===== src/rtl/fpu_mul_round16_pkg.sv =====
// Shared FP16 constants and types for the multiplier round/pack stage.
// The optional flags output is enabled with FPU_MUL_FLAGS_EN.
package fpu_mul_round16_pkg;
   localparam int BIAS  = 15;
   localparam int EXPW  = 5;
   localparam int FRACW = 10;
   localparam int PRODW = 2*FRACW+2;

   localparam logic [15:0] QNAN = 16'h7E00;

   localparam logic [1:0] SP_NONE = 2'd0;
   localparam logic [1:0] SP_NAN  = 2'd1;
   localparam logic [1:0] SP_INF  = 2'd2;
   localparam logic [1:0] SP_ZERO = 2'd3;

   typedef enum logic [1:0] {
      IDLE, NORM, ROUND, OUT
   } fpuMulRoundState_t;

   typedef enum logic [1:0] {
      ZERO, NORMAL, INF, NAN
   } fpuFp16Class_t;
endpackage


===== src/rtl/fpu_fp16_classify.sv =====
// Combinational FP16 operand classifier; subnormals report as ZERO.
// Only the magnitude bits are needed, so the sign is not an input.
module fpu_fp16_classify
   import fpu_mul_round16_pkg::*;
(
   input  logic [14:0]   mag,
   output fpuFp16Class_t cls
);

   always_comb begin
      cls = NORMAL;
      if (mag[14:10] == 5'h00)
         cls = ZERO;
      else if (mag[14:10] == 5'h1F)
         cls = (mag[9:0] == 10'h000) ? INF : NAN;
   end

endmodule


===== src/rtl/fpu_mul_round16.sv =====
// FP16 multiply back end: normalize, round-to-nearest-even, range, pack.
// Define FPU_MUL_FLAGS_EN to add flags = {invalid,overflow,underflow,inexact}.
module fpu_mul_round16
   import fpu_mul_round16_pkg::*;
(
   input  logic             clock,
   input  logic             reset,
   input  logic             inValid,
   output logic             inReady,
   input  logic [15:0]      opA,
   input  logic [15:0]      opB,
   input  logic [PRODW-1:0] prod,
   output logic             outValid,
   input  logic             outReady,
`ifdef FPU_MUL_FLAGS_EN
   output logic [3:0]       flags,
`endif
   output logic [15:0]      result
);

   fpuMulRoundState_t state;

   logic [15:0]      aq;
   logic [15:0]      bq;
   logic [PRODW-1:0] pq;

   fpuFp16Class_t clsA;
   fpuFp16Class_t clsB;

   logic              sign;
   logic signed [6:0] expn;
   logic [9:0]        mant;
   logic              guard;
   logic              sticky;
   logic [1:0]        spec;

   fpu_fp16_classify u_clsA (.mag(aq[14:0]), .cls(clsA));
   fpu_fp16_classify u_clsB (.mag(bq[14:0]), .cls(clsB));

   logic signed [6:0] eSum;
   logic signed [6:0] eNorm;
   logic [9:0]        mNorm;
   logic              gNorm;
   logic              sNorm;
   logic [1:0]        specNorm;
   logic              nanIn;
   logic              infIn;
   logic              zeroIn;

   assign eSum = 7'({2'b00, aq[14:10]} + {2'b00, bq[14:10]}) - 7'(BIAS);

   always_comb begin
      eNorm  = eSum;
      mNorm  = pq[19:10];
      gNorm  = pq[9];
      sNorm  = |pq[8:0];
      if (pq[PRODW-1]) begin
         eNorm = eSum + 7'sd1;
         mNorm = pq[20:11];
         gNorm = pq[10];
         sNorm = |pq[9:0];
      end
   end

   assign nanIn  = (clsA == NAN) || (clsB == NAN)
                || (clsA == INF && clsB == ZERO)
                || (clsA == ZERO && clsB == INF);
   assign infIn  = (clsA == INF) || (clsB == INF);
   assign zeroIn = (clsA == ZERO) || (clsB == ZERO);

   always_comb begin
      specNorm = SP_NONE;
      if (nanIn)
         specNorm = SP_NAN;
      else if (infIn)
         specNorm = SP_INF;
      else if (zeroIn)
         specNorm = SP_ZERO;
   end

   logic              up;
   logic [10:0]       mSum;
   logic signed [6:0] eRnd;
   logic              ovf;
   logic              unf;
   logic [15:0]       resNext;

   // A mantissa carry leaves mSum[9:0] at zero, which is the renormalized value.
   assign up   = guard & (sticky | mant[0]);
   assign mSum = {1'b0, mant} + {10'd0, up};
   assign eRnd = expn + $signed({6'd0, mSum[10]});
   assign ovf  = eRnd >= 7'sd31;
   assign unf  = eRnd <= 7'sd0;

   always_comb begin
      resNext = {sign, eRnd[4:0], mSum[9:0]};
      if (spec == SP_NAN)
         resNext = QNAN;
      else if (spec == SP_INF)
         resNext = {sign, 5'h1F, 10'h000};
      else if (spec == SP_ZERO)
         resNext = {sign, 15'h0000};
      else if (ovf)
         resNext = {sign, 5'h1F, 10'h000};
      else if (unf)
         resNext = {sign, 15'h0000};
   end

`ifdef FPU_MUL_FLAGS_EN
   logic [3:0] flagsNext;

   always_comb begin
      flagsNext = {3'b000, guard | sticky};
      if (spec == SP_NAN)
         flagsNext = 4'b1000;
      else if (spec != SP_NONE)
         flagsNext = 4'b0000;
      else if (ovf)
         flagsNext = 4'b0101;
      else if (unf)
         flagsNext = 4'b0011;
   end
`endif

   assign inReady = (state == IDLE);

   always_ff @(posedge clock) begin
      if (reset) begin
         state    <= IDLE;
         aq       <= '0;
         bq       <= '0;
         pq       <= '0;
         sign     <= 1'b0;
         expn     <= '0;
         mant     <= '0;
         guard    <= 1'b0;
         sticky   <= 1'b0;
         spec     <= SP_NONE;
         result   <= '0;
         outValid <= 1'b0;
`ifdef FPU_MUL_FLAGS_EN
         flags    <= '0;
`endif
      end else begin
         unique case (state)
            IDLE: begin
               if (inValid) begin
                  aq    <= opA;
                  bq    <= opB;
                  pq    <= prod;
                  state <= NORM;
`ifdef FPU_MUL_FLAGS_EN
                  flags <= '0;
`endif
               end
            end
            NORM: begin
               sign   <= aq[15] ^ bq[15];
               expn   <= eNorm;
               mant   <= mNorm;
               guard  <= gNorm;
               sticky <= sNorm;
               spec   <= specNorm;
               state  <= ROUND;
            end
            ROUND: begin
               result   <= resNext;
               outValid <= 1'b1;
`ifdef FPU_MUL_FLAGS_EN
               flags    <= flagsNext;
`endif
               state    <= OUT;
            end
            OUT: begin
               if (outReady) begin
                  outValid <= 1'b0;
                  state    <= IDLE;
               end
            end
            default: state <= IDLE;
         endcase
      end
   end

endmodule


===== config.mk =====
export PLATFORM = sky130hd
export DESIGN_NAME = fpu_mul_round16
export DESIGN_NICKNAME = d
export VERILOG_FILES = /design/src/rtl/fpu_mul_round16_pkg.sv /design/src/rtl/fpu_fp16_classify.sv /design/src/rtl/fpu_mul_round16.sv
export SDC_FILE = /design/constraint.sdc
export NUM_CORES = 1
export LEC_CHECK = 0
export BUFFER_PORTS_ARGS = -buffer_cell sky130_fd_sc_hd__clkbuf_2
export CAP_MARGIN = 40
export CORE_AREA = 3 3 97 99
export DETAILED_ROUTE_END_ITERATION = 12
export DIE_AREA = 0 0 100 102
export GPL_TIMING_DRIVEN = 0
export PLACE_DENSITY = 0.8
export SLEW_MARGIN = 15
export SYNTH_ARGS = -nofsm -noshare
export SYNTH_HDL_FRONTEND = slang
export SYNTH_SLANG_ARGS = --single-unit

===== constraint.sdc =====
create_clock -name clock -period 7.9 [get_ports clock]
set_input_delay 1.58 -clock clock [delete_from_list [all_inputs] [get_ports clock]]
set_output_delay 1.58 -clock clock [all_outputs]
set_load 0.02 [all_outputs]

# Word level (Yosys, flattened, before mapping)
# Index checks and enable logic that the tools add are counted.
# word_totals
ff_bits	95
input_bits	58
out_inout_bits	18
word_cells	79
# op_classes
n_addsub	5
magnitude_cmp	2
n_eq_ne	14
n_mux	23
n_bitwise	3
reduce_logical	20
# ops
cell	count
$mux W15	4
$logic_not A10 Y1	2
$mux W2	9
$eq A2 B2 Y1 const B	8
$mux W16	1
$add A10 B1 Y11	1
$eq A5 B5 Y1 const B	2
$logic_not A5 Y1	2
$mux W10	1
$reduce_or A10 Y1	1
$reduce_or A9 Y1	1
$pmux W2 S4	1
$add A7 B2 Y7	1
$add A7 B2 Y7 const B	1
$ge A7 B6 Y1 const B	1
$le A7 B1 Y1 const B	1
$mux W7	1
$sub A6 B4 Y7 const B	1
$add A5 B5 Y6	1
$logic_not A2 Y1	3
$reduce_and A2 Y1	3
$logic_or A1 B1 Y1	5
$mux W1	5
$eq A2 B1 Y1 const B	2
7 further kinds	9

# Depth between registers and ports, before layout
# depth
word_depth	10
mapped_depth	13
depth_no_buf	12

# Hierarchy
# From an unflattened synthesis, not the netlist that was laid out.
# hier_totals
cells_unflattened	548
area_unflattened_um2	4475.5
# by_module_without_submodules
module	instances	cells_each	area_each_um2	seq_area_each_um2
fpu_mul_round16	1	530	4375.4	1901.8
fpu_fp16_classify	2	9	50.0	0.0

# Worst setup path before layout
# No wires, ideal clock.
# synth_timing
path_type	register to register
start	register mant[0]
end	register result[9]
setup_time_ps	88
t_arrival_ps	2774
t_required_ps	7812
path_slack_ps	5038
stages_incl_launch_ff	14
n_path_buf	1
period_less_slack_ps	2862
cell_sequence	dfxtp_1 o21a_1 ha_1 ha_1 nand3_1 nor4_1 ha_1 ha_1 buf_6 or3b_1 a211o_1 o31ai_1 nand3_4 o32ai_2
# synth_via
elab_chain_len	10
elab_cells_between_ends	11
classes_between	2 x add/sub; 2 x order compare; 5 x mux; 2 x bitwise
# synth_rtl
item	line_no	rtl
start: declaration	fpu_mul_round16.sv:32	logic [9:0] mant;
start signal: assignment	fpu_mul_round16.sv:160	mant <= mNorm;
$or A1 B1 Y1	fpu_mul_round16.sv:89	assign up = guard & (sticky | mant[0]);
$and A1 B1 Y1	fpu_mul_round16.sv:89	
$add A10 B1 Y11 *	fpu_mul_round16.sv:90	assign mSum = {1'b0, mant} + {10'd0, up};
$add A7 B2 Y7	fpu_mul_round16.sv:91	assign eRnd = expn + $signed({6'd0, mSum[10]});
$le A7 B1 Y1	fpu_mul_round16.sv:93	assign unf = eRnd <= 7'sd0;
$mux W15	fpu_mul_round16.sv:105	else if (unf)
$mux W15 *	fpu_mul_round16.sv:103	else if (ovf)
$mux W15 *	fpu_mul_round16.sv:101	else if (spec == SP_ZERO)
$mux W15 *	fpu_mul_round16.sv:99	else if (spec == SP_INF)
$mux W16 *	fpu_mul_round16.sv:97	if (spec == SP_NAN)
end signal: assignment	fpu_mul_round16.sv:167	result <= resNext;
end: declaration	fpu_mul_round16.sv:18	output logic [15:0] result
# Mark *: on every way between the ends. The rest lies on a longest branch, timed or not.
# A chain may end at the register's enable or synchronous reset.

# Worst setup path in the final report
# Ends and elaborated chain as after synthesis.

==> impl_summary.md <==
Routing
The highest layer touched by signal routing is met4. The first-iteration detailed-routing DRC count is roughly 190. Using the TritonRoute via totals, the vias-per-cell ratio works out to ~5.4. The wire length on met1 is 4.710 mm. Across all layers, the routed design uses 4,126 vias. The post-route DRC violation count is 0. The number of routed nets with antenna violations is 0. The first detailed-routing pass ran for 4 iterations.

After detailed routing, the total wire length is 10.34 mm. The routed wire length on met2 is approximately 4.9 mm. After detailed routing, the met3 layer carries 605 um of wire. Dividing the detail-routed wire length by the instance count gives roughly 13 um.

Timing
The number of hold violations in the final report is 0. Setup repair after global routing left no endpoint under its margin. After layout, the worst path uses 40.15% of the clock period. The slew at the pin with the worst max-slew slack is between 0.5 and 0.6 ns. The total negative slack is 0 ns. The final-report max-slew violation count is 0.

The clock tree skew after final layout is between 0.01 and 0.015 ns. The minimum clock period after layout is ~3.2 ns. Timing would allow up to about 320 MHz. In the post-route analysis, the smallest setup slack over all paths is roughly 4.7 ns. Setup violations remaining at the end of the flow were counted as 0. The worst max-slew margin expressed relative to the limit is approximately 60%.

Cells and area
Cells fill 61.14% of the core in the end. Compared with the post-synthesis result, the final layout area differs by 16.19%. The count of filler cells inserted in the layout is between 700 and 800. For this run, the post-layout net count is 735.

The sequential cell area in the final layout is 1902 um^2. The diode insertion count for antenna repair is 0. The area used by multi-input combinational logic is 2407 um^2.

In the final layout, the share of cells above drive strength 1 is between 10% and 20%. The finished layout holds 769 standard cells, fillers aside.

Critical path
Of all nets on the critical path, the largest fanout is 9. The endpoint type of the worst setup path is a flip-flop. Among the stages of the critical path, the cell type that occurs most often is ha_1. The startpoint-to-endpoint class of the critical path is reg2reg. Traced cell by cell, the critical path runs through o21a_1 > ha_1 > ha_1 > nand3_1 > nor4_1 > ha_1 > ha_1 > buf_6 > or3b_1 > a211o_1 > o31ai_1 > nand3_4 > o32ai_2.

The number of buffers and inverters on the critical path is 1. The kind of launch point of the worst setup path is a flip-flop. The data required time of the worst path is slightly above 8 ns. The standard cell with the maximum stage delay on the critical path is dfxtp_1.

The largest stage delay on the critical path is approximately 0.34 ns. The cell family contributing the most delay on the critical path is compound AO/OA/AOI/OAI gates. STA puts the critical path data arrival time at between 3 and 4 ns.

Synth
The number of nets produced by synthesis is 650. The leading cell type by number of instances after synthesis is nand2_1. For this run, the leading register cell type out of synthesis is dfxtp_1. After synthesis the netlist holds a flip-flop and latch count of between 90 and 100. The total standard cell area after synthesis is between 4000 and 5000 um^2.

The biggest area contributor in the post-synthesis netlist is dfxtp_1. The synthesized area divided by synthesized cell count is slightly below 8 um^2. Ranked by instance count, the synthesized netlist is headed by nand2_1, dfxtp_1, a21oi_1, nor2_1, clkbuf_1. The number of synthesized flops with an enable pin is 0.

By area the synthesized netlist is led by dfxtp_1, nand2_1, a21oi_1, ha_1, nor2_1. Sequential elements use 41.85% of the synthesized area. The instance count of the mapped netlist is around 570. The share of async-settable or async-resettable flops after synthesis is 0%. The warning count from the yosys run is 0. The area share of the leading cell type in the synthesized netlist is 41.85%. The synthesized netlist contains 55 unique library cells.

Clocking
In this run, post-CTS repair resized a total of 0 instances. The clock reaches the later pin of the worst-skew pair after 0.35 ns. The longest clock path from root to sink contains 2 buffers. The clock slew seen by the registers of the worst setup and hold paths is 0.09 ns. Counting the buffers created by CTS gives 9. The clock sink count is between 90 and 100. The H-tree was split into 3 levels. In this run, post-CTS hold repair placed 0 buffers. The TritonCTS clock tree is yes. The CTS root buffer is clkbuf_8. In this run the post-CTS setup repair buffer count came out at 0.

Place
The worst slack at placement is ~4.7 ns. The placed wire-length estimate after detailed placement is roughly 8.0 mm. Port buffering added 74 buffers.

The final RePlAce weighted congestion is between 0.8 and 0.9. The number of placed instances, taps included is between 700 and 800.

Run
The max-cap violation count is 0.

GRT
The global-route usage over all layers is about a fifth. The pin count of the biggest net entering global routing is 16. The first global-routing pass estimated about 18 mm of wire.

Global routing finished with a remaining overflow of 0. The number of global-route vias before repair is between 3,000 and 4,000. The number of antenna violations at the first check in global routing was 0.

Floorplanning
The number of primary I/O pins is 76. The floorplan core area is about 8600 um^2. The area enclosed by the die boundary is about 10,000 um^2. In this run the horizontal extent of the chip is roughly 100 um. The initialized floorplan defines 34 standard-cell rows.

The initial standard-cell utilization of the core is 52.62%. The floorplan step set the die height to between 100 and 150 um.

Worst hold path
The class of the tightest hold or removal check is reg2reg.

Power and ir drop
In this run the power density over the cells is 334.6 nW/um^2. The overall power is between 1.5 and 2 mW. The maximum vdd ir drop is roughly 210 uV. The leakage power is approximately 2.1 nW.

Run status
The flow ran to the end, and the final reports show no timing, DRC or antenna violations.
through the flow:
stage | cell area [um^2] | hold WS (ns)
floorplan | 4544 | 0.4360
global placement | 5050 | 0.4412
detailed placement | 5050 | 0.4406
CTS | 5280 | 0.4608
global route | 5280 | 0.4747
finish | 5280 | 0.4584
cell usage in the layout (no fill, tap or decap), types with 7 or more instances in the layout:
cell	Yosys	layout
a211oi_1	18	18
a21oi_1	65	65
a311oi_1	7	7
clkbuf_1	23	23
clkbuf_2	0	74
clkbuf_8	0	9
dfxtp_1	95	95
ha_1	18	18
inv_1	21	21
mux2i_1	13	13
nand2_1	138	138
nand3_1	13	13
nor2_1	44	44
nor3_1	10	10
nor4_1	7	7
o21ai_0	19	19
xnor2_1	12	12
flip-flops by register name, indices dropped and copies added (netlist names):
signal	flops
mant	10
pq	22
result	16
sticky	1
spec	2
outValid	1
expn	7
guard	1
state	2
aq	16
sign	1
bq	16
final cells by class:
class / count / area share, %
Buffer: 34 / 2.962
Inverter: 21 / 1.493
Timing Repair Buffer: 74 / 7.014
Clock buffer: 9 / 2.346
Clock inverter: 5 / 2.014
Multi-Input combinational cell: 423 / 45.59
Tap cell: 108 / 2.559
Sequential cell: 95 / 36.02
per-layer routing:
metal	global-route usage, %	vias up
met5	0	-
met3	4.915	15
met1	27.59	1877
li1	-	2129
met4	5.389	0
met2	35.92	105
final timing paths:
kind | slack, ns | from | to | cells after the start
hold / removal | 0.46 | result[7] | result[7] | 2
setup / recovery | 4.73 | mant[0] | result[9] | 13
hold reg to reg | 0.46 | result[7] | result[7] | 2
setup reg to reg | 4.73 | mant[0] | result[9] | 13
power breakdown:
group | switching [mW] | leakage (nW) | internal (mW) | total, mW
clock | 0.166 | 0.112 | 0.208 | 0.374
sequential | 0.100 | 0.778 | 0.600 | 0.700
combinational | 0.418 | 1.20 | 0.275 | 0.693
total | 0.684 | 2.09 | 1.08 | 1.77
cell families (layout without fill, tap and decap cells):
kind of cell    Yosys count  in the layout  synth area share (%)
buf+inv                  55            143                 5.176
simple gates            243            243                 23.54
mux                      14             14                 3.111
flops                    95             95                 41.85
fa+ha+maj                19             19                 5.397
xor+xnor                 18             18                 3.469
compound gates          129            129                 17.46
worst register-to-register path, delay by kind of cell (launching register included):
kind,cells,cell delay [ns]
AO/OA/AOI/OAI,4,0.92
adder cells (fa/ha/maj),4,0.92
buffers and inverters,1,0.14
flip-flops,1,0.34
AND/OR/NAND/NOR,4,0.79
No activity file was read; power rests on OpenSTA's default activity.
